### config.mk
export PLATFORM = sky130hd
export DESIGN_NAME = pe_tx_arbiter
export DESIGN_NICKNAME = d
export VERILOG_FILES = /design/src/rtl/pe_tx_arbiter.sv
export SDC_FILE = /design/constraint.sdc
export NUM_CORES = 1
export LEC_CHECK = 0
export CAP_MARGIN = 20
export CORE_AREA = 2 2 94 96
export CTS_BUF_LIST = sky130_fd_sc_hd__clkbuf_2 sky130_fd_sc_hd__clkbuf_4 sky130_fd_sc_hd__clkbuf_8
export DETAILED_ROUTE_END_ITERATION = 10
export DIE_AREA = 0 0 96 98
export MAX_ROUTING_LAYER = met4
export PLACE_DENSITY_LB_ADDON = 0.2
export SLEW_MARGIN = 0
export SYNTH_ARGS = -nofsm -noshare
export SYNTH_HDL_FRONTEND = slang
export SYNTH_SLANG_ARGS = --single-unit
### constraint.sdc
create_clock -name clk -period 2.7 [get_ports clk]
set_input_delay 0.54 -clock clk [delete_from_list [all_inputs] [get_ports clk]]
set_output_delay 0.54 -clock clk [all_outputs]
set_load 0.05 [all_outputs]
### src/rtl/pe_tx_arbiter.sv
// ---------------------------------------------------------------------------
// pe_tx_arbiter
//
// Shares the single PE-to-NI injection port between two packet sources: the
// activation-function output (AF) and the control/status reply path (CTL).
// A one-entry registered output stage sits in front of the NI. It can be
// unloaded and reloaded in the same cycle, so the sustained throughput is one
// packet per cycle. When both sources request together, the source that was
// not granted most recently wins. This gives strict alternation under
// contention.
//
// Ports
//   clk             sole clock, rising edge
//   rst             asynchronous reset, active low
//   AF_ARB_valid    AF has a packet
//   AF_ARB_packet   AF packet {type, seq, dest, source, payload}
//   AF_ARB_ready    AF packet accepted this cycle
//   CTL_ARB_valid   CTL has a packet
//   CTL_ARB_packet  CTL packet
//   CTL_ARB_ready   CTL packet accepted this cycle
//   ARB_NI_valid    output stage holds a packet
//   ARB_NI_packet   packet presented to the NI
//   ARB_NI_ready    NI takes the packet this cycle
//   ARB_pktCount    packets delivered to the NI, saturating at 16'hFFFF
// ---------------------------------------------------------------------------
module pe_tx_arbiter #(
   parameter int NETWORK_SIZE = 256,
   // The seq field is $clog2(sqrt(N)*2) bits wide. That equals
   // 1 + ceil(log2(N)/2), which keeps this an integer-only expression.
   localparam int PACKET_SIZE = 32 + 2*$clog2(NETWORK_SIZE)
                                + (1 + ($clog2(NETWORK_SIZE) + 1) / 2) + 3
) (
   input  logic                   clk,
   input  logic                   rst,
   input  logic                   AF_ARB_valid,
   input  logic [PACKET_SIZE-1:0] AF_ARB_packet,
   output logic                   AF_ARB_ready,
   input  logic                   CTL_ARB_valid,
   input  logic [PACKET_SIZE-1:0] CTL_ARB_packet,
   output logic                   CTL_ARB_ready,
   output logic                   ARB_NI_valid,
   output logic [PACKET_SIZE-1:0] ARB_NI_packet,
   input  logic                   ARB_NI_ready,
   output logic [15:0]            ARB_pktCount
);

   // output stage occupancy
   localparam logic EMPTY = 1'b0;
   localparam logic FULL  = 1'b1;

   // lastGrant encoding
   localparam logic GNT_AF  = 1'b0;
   localparam logic GNT_CTL = 1'b1;

   logic                   state;
   logic                   last_grant;
   logic [PACKET_SIZE-1:0] out_pkt;
   logic [15:0]            pkt_count;

   logic load_ok;
   logic sel_ctl;
   logic load;
   logic deliver;

   // The stage can take a new packet when it is empty, or when the NI drains
   // it on this same edge.
   assign load_ok = (state == EMPTY) | ARB_NI_ready;
   assign deliver = (state == FULL) & ARB_NI_ready;

   // Selection looks only at the valids and lastGrant, never at the packet
   // buses, so ready carries no combinational path from the data.
   always_comb begin
      sel_ctl = CTL_ARB_valid;
      if (AF_ARB_valid && CTL_ARB_valid)
         sel_ctl = (last_grant == GNT_AF);
   end

   // Gating with rst holds both readies low during reset. The first
   // acceptance can then happen on the first edge after release.
   assign AF_ARB_ready  = rst & load_ok & AF_ARB_valid  & ~sel_ctl;
   assign CTL_ARB_ready = rst & load_ok & CTL_ARB_valid &  sel_ctl;
   assign load          = AF_ARB_ready | CTL_ARB_ready;

   always_ff @(posedge clk or negedge rst) begin
      if (!rst)
         state <= EMPTY;
      else if (load)
         state <= FULL;
      else if (deliver)
         state <= EMPTY;
   end

   // A load during delivery overwrites the departing packet directly.
   // This avoids a bubble cycle.
   always_ff @(posedge clk or negedge rst) begin
      if (!rst)
         out_pkt <= '0;
      else if (load)
         out_pkt <= sel_ctl ? CTL_ARB_packet : AF_ARB_packet;
   end

   // Reset value is CTL, so AF wins the first tie after reset.
   always_ff @(posedge clk or negedge rst) begin
      if (!rst)
         last_grant <= GNT_CTL;
      else if (load)
         last_grant <= sel_ctl ? GNT_CTL : GNT_AF;
   end

   always_ff @(posedge clk or negedge rst) begin
      if (!rst)
         pkt_count <= '0;
      else if (deliver && (pkt_count != 16'hFFFF))
         pkt_count <= pkt_count + 16'd1;
   end

   assign ARB_NI_valid  = (state == FULL);
   assign ARB_NI_packet = out_pkt;
   assign ARB_pktCount  = pkt_count;

endmodule

* After elaboration in Yosys (flattened, before gate mapping) *
Index checks and enable logic that the tools add are counted.

storage, ports and cells
  register bits after elaboration = 74
  latch bits = 0
  RAM bits = 0
  memory bits (read-only) = 0
  input bits = 117
  output and inout port bits = 75
  logic and storage cells = 25
  memories kept = 0

operators by class
  add/subtract/negate cells = 1
  multiply operators = 0
  div/mod/pow operators = 0
  order comparisons = 0
  equality and inequality tests = 1
  shift operators = 0
  mux-type cells = 5
  bitwise operators = 11
  reductions and logical operators = 3

operators by type and width
  kind                   number
  $mux 56                1
  $add 16x1->16 const B  1
  $ne 16x16->1 const B   1
  $and 1x1->1            6
  $mux 1                 4
  $not 1->1              3
  $logic_and 1x1->1      2
  $or 1x1->1             2
  $reduce_bool 2->1      1

* Longest topological paths before layout *
Gate-level depths: netlist of the first run.

  word-level depth = 7
  mapped depth = 6
  mapped depth without buffers = 5

* Worst setup path after synthesis of the first run *
No wires, ideal clock.

  path type = input-to-output
  start = input port CTL_ARB_valid
  end = output port AF_ARB_ready
  arrival time = 1722 ps
  data required time = 2160 ps
  slack = 438 ps
  stages on the path = 4
  buffers on the path = 2
  cell sequence = a21boi_2 -> buf_4 -> buf_4 -> nor2_1

between the ends
  longest elaborated chain between the ends = 4

RTL lines
  what               line  source
  from (decl)        38    input logic CTL_ARB_valid,
  $logic_and 1x1->1  74    if (AF_ARB_valid && CTL_ARB_valid)
  $mux 1 *           74
  $not 1->1 *        80    assign AF_ARB_ready = rst & load_ok & AF_ARB_valid & ~sel_ctl;
  $and 1x1->1 *      80
  to (decl)          37    output logic AF_ARB_ready,

Every way passes the cells marked *; elsewhere a longest branch is shown, timed or not.

* Worst setup path after layout of the first run *
  start = input port ARB_NI_ready
  end = output port AF_ARB_ready

between the ends
  longest elaborated chain between the ends = 4

RTL lines
  what                      line  source
  from (decl)               43    input logic ARB_NI_ready,
  $or 1x1->1                67    assign load_ok = (state == EMPTY) | ARB_NI_ready;
  $and 1x1->1 (3 in a row)  80

No other way between the ends.

==> flow_metrics.py, run 1 <==
metrics = {
    "finish": {
        "instances_no_fill": 627,
        "antenna_cells": 0,
        "drive_gt1_share_pct": 6.55,
        "nNetsFinal": 632,
        "fillerInstances": 665,
        "syn_to_final_growth_pct": 64.7,
    },
    "global_route": {
        "grt_pass1_wl_um": 14500,
        "grt_usage_pct": 20.4,
        "grt_max_degree": 91,
        "grt_pass1_vias": 3022,
        "gr-total-overflow": 0,
        "antenna_found_initial": 0,
    },
    "critical_path": {
        "cp.arrival_ns": 1.82,
        "critPathRequiredTime_ns": 2.16,
        "end_kind": "output port",
        "critPathLaunchType": "input pin",
        "crit_fanout": 4,
        "critPathKind": "input pin to output port",
    },
    "pwr": {
        "seq_power_share_pct": 34.9,
        "p_int_mw": 2.52,
        "powerDensity_nw_per_um2": 731,
        "ir_drop_v": 0.000368,
        "netSwitchingPower_mw": 1.68,
        "switching_share_pct": 40.1,
        "clkPwrFrac_pct": 22.5,
        "combPwrFrac_pct": 42.6,
        "p_leak_nw": 2.50,
    },
    "clock_tree": {
        "hold_buffers": 0,
        "cts_made_buffers": 9,
        "cts_tree": "built",
        "cts_root_buf": "clkbuf_8",
        "clock_latency_ns": 0.35,
        "cts_max_path_buffers": 2,
        "cts.sinks": 74,
        "cts-resized-gates": 0,
        "cts_htree_levels": 3,
        "post-cts-setup-buffer-count": 0,
        "path_clk_slew_ns": 0.09,
    },
    "logic_synthesis": {
        "avgSynthCellArea_um2": 10.7,
        "synth_warnings": 0,
        "yosysTopAreaCellShare_pct": 52.4,
        "ys_seq_area_share_pct": 53.1,
        "synth_seq_cells": 74,
        "synth.net_count": 443,
        "synth_area_leader_cell": "dfrtp_1",
        "netlist_instances": 325,
        "syn_area_um2": 3490,
        "synthTopCellsByArea": "dfrtp_1, mux2i_1, o21ai_0",
        "synthDistinctLibCells": 32,
    },
    "detailed_routing": {
        "routed_wl_um": 8950,
        "num_vias": 3013,
        "avgViaCountPerCell": 4.81,
        "drt_first_pass_iters": 4,
        "drcViolationCount": 0,
        "wl_per_cell_um": 14.3,
        "drt_iter0_drc": 87,
        "ant_nets": 0,
    },
    "sta": {
        "fmax_mhz": 423,
        "worst_pin_slew_ns": 0.557,
        "relSlewSlack_pct": 62.7,
        "setup_viol": 0,
        "setup_ws_ns": 0.338,
        "finalHoldViolCount": 0,
        "final_max_slew_viol_count": 0,
        "fin_skew_ns": 0.0150,
        "fin_setup_tns_ns": 0,
        "finalCritPeriodShare_pct": 87.5,
        "rsz0062_at_grt": "no",
        "timing.final.crit_period_ns": 2.36,
    },
    "job": {
        "maxCapViolCount": 0,
    },
    "hold_path": {
        "min_path_type": "input pin to async pin",
    },
    "die": {
        "die_y_um": 98,
        "io_pins": 192,
        "core_um2": 8470,
        "dieArea_um2": 9410,
        "start_util_pct": 41.2,
        "die_w_um": 96,
        "fp-row-count": 34,
    },
    "place": {
        "dp_hpwl_um": 6940,
        "numPortBuffers": 191,
        "globalplace.congestion": 0.796,
        "place_inst": 611,
        "place_ws_ns": 0.331,
    },
    "outcome": {
        "outcome": "finished clean",
    },
}
==> worst max-delay path, cell delays in order <==
cell and delay [ns]:
clkdlybuf4s50_1 0.51, nand2b_1 0.18, and2_1 0.18, nand2_1 0.06, nor2_1 0.18, buf_12 0.17
==> cell usage after synthesis <==
library cell	n
dfrtp_1	73
nand2_1	66
mux2i_1	56
o21ai_0	55
xor2_1	14
buf_2	10
clkbuf_1	5
nand3_1	4
nor2_1	4
nor3_1	4
and3_1	3
buf_4	3
nand4_1	3
o21ai_1	3
and2_1	2
nor3b_1	2
nor4_1	2
nor4b_4	2
a21boi_2	1
a21oi_1	1
a31oi_1	1
and4_1	1
and4_4	1
and4bb_4	1
buf_6	1
dfstp_2	1
ha_1	1
mux2_2	1
nand2b_1	1
nor4_2	1
nor4_4	1
o211ai_1	1
==> per-layer routing <==
metal  routed length (um)  GRT usage, %
met2                 4470          33.7
met3                  750          5.25
met5                    0             -
met4                  123          6.37
met1                 3600          24.1
==> area by class of cell <==
| type | instances | area [um^2] | area share [%] |
|---|---|---|---|
| Multi-Input combinational cell | 232 | 1540 | 26.8 |
| Sequential cell | 74 | 1850 | 32.3 |
| Tap cell | 108 | 135 | 2.35 |
| Timing Repair Buffer | 197 | 2000 | 34.8 |
| Clock inverter | 7 | 93.8 | 1.63 |
| Clock buffer | 9 | 124 | 2.16 |
==> power groups by stage <==
stage / Sequential [mW] / Combinational [mW] / Clock [mW]
2_1_floorplan: 2.20 / 0.361 / 0
3_3_place_gp: 1.48 / 1.78 / 0
3_5_place_dp: 1.49 / 1.81 / 0
4_1_cts: 1.47 / 1.81 / 0.959
5_1_grt: 1.50 / 1.89 / 1.02
6_report: 1.47 / 1.79 / 0.945
==> through the flow <==
step                hold slack [ns]  utilization [%]  power (mW)  instance area, um^2
floorplan                     0.244                -        2.56                 3490
global placement              0.398             65.3        3.26                 5530
detailed placement            0.398             65.3        3.30                 5530
CTS                          0.0124             67.9        4.24                 5740
global route                 0.0124             67.9        4.41                 5740
finish                       0.0172             67.9        4.20                 5740
==> layout by cell type (no fill, tap or decap), types with 3 or more instances in the layout <==
master	synthesis	final
buf_4	3	5
buf_12	0	4
clkdlybuf4s50_1	0	188
nand3_1	4	4
mux2i_1	56	56
nand2_1	66	66
o21ai_0	55	55
and3_1	3	3
nand4_1	3	3
nor3_1	4	4
o21ai_1	3	3
dfrtp_1	73	73
nor2_1	4	4
clkbuf_8	0	9
xor2_1	14	14
==> flip-flops by register name (all words and copies together) (netlist names) <==
name           flops
ARB_pktCount      16
ARB_NI_valid       1
ARB_NI_packet     56
last_grant         1
==> kinds of logic (layout without fill, tap and decap cells) <==
family / Yosys count / after routing / share of synthesized area, %
XOR/XNOR: 14 / 14 / 3.52
AND/OR/NAND/NOR: 98 / 98 / 14.5
adder cells (fa/ha/maj): 1 / 1 / 0.359
AO/OA/AOI/OAI: 62 / 62 / 9.19
multiplexers: 57 / 57 / 16.4
flip-flops: 74 / 74 / 53.1
buffers and inverters: 19 / 213 / 2.94
==> final timing paths <==
check / start / endpoint / slack (ns) / cells past startpoint
min: rst / ARB_NI_packet[24] / 0.02 / 1
min in group clk: ARB_NI_packet[52] / ARB_NI_packet[52] / 0.48 / 2
max: ARB_NI_ready / AF_ARB_ready / 0.34 / 6
min reg2reg: ARB_NI_packet[52] / ARB_NI_packet[52] / 0.48 / 2
max in group asynchronous: rst / ARB_NI_packet[41] / 1.97 / 2
max reg2reg: ARB_pktCount[0] / ARB_pktCount[1] / 0.87 / 5
Power figures use the tool's default switching activity.
==> run 2, diff against run 1 <==
--- a/config.mk
+++ b/config.mk
@@ -12,7 +12,7 @@
 export DIE_AREA = 0 0 96 98
 export MAX_ROUTING_LAYER = met4
 export PLACE_DENSITY_LB_ADDON = 0.2
-export SLEW_MARGIN = 0
+export SLEW_MARGIN = 20
 export SYNTH_ARGS = -nofsm -noshare
 export SYNTH_HDL_FRONTEND = slang
 export SYNTH_SLANG_ARGS = --single-unit
==> results of run 2 <==
The final DEF is identical to that of run 1; final timing and power are the same.
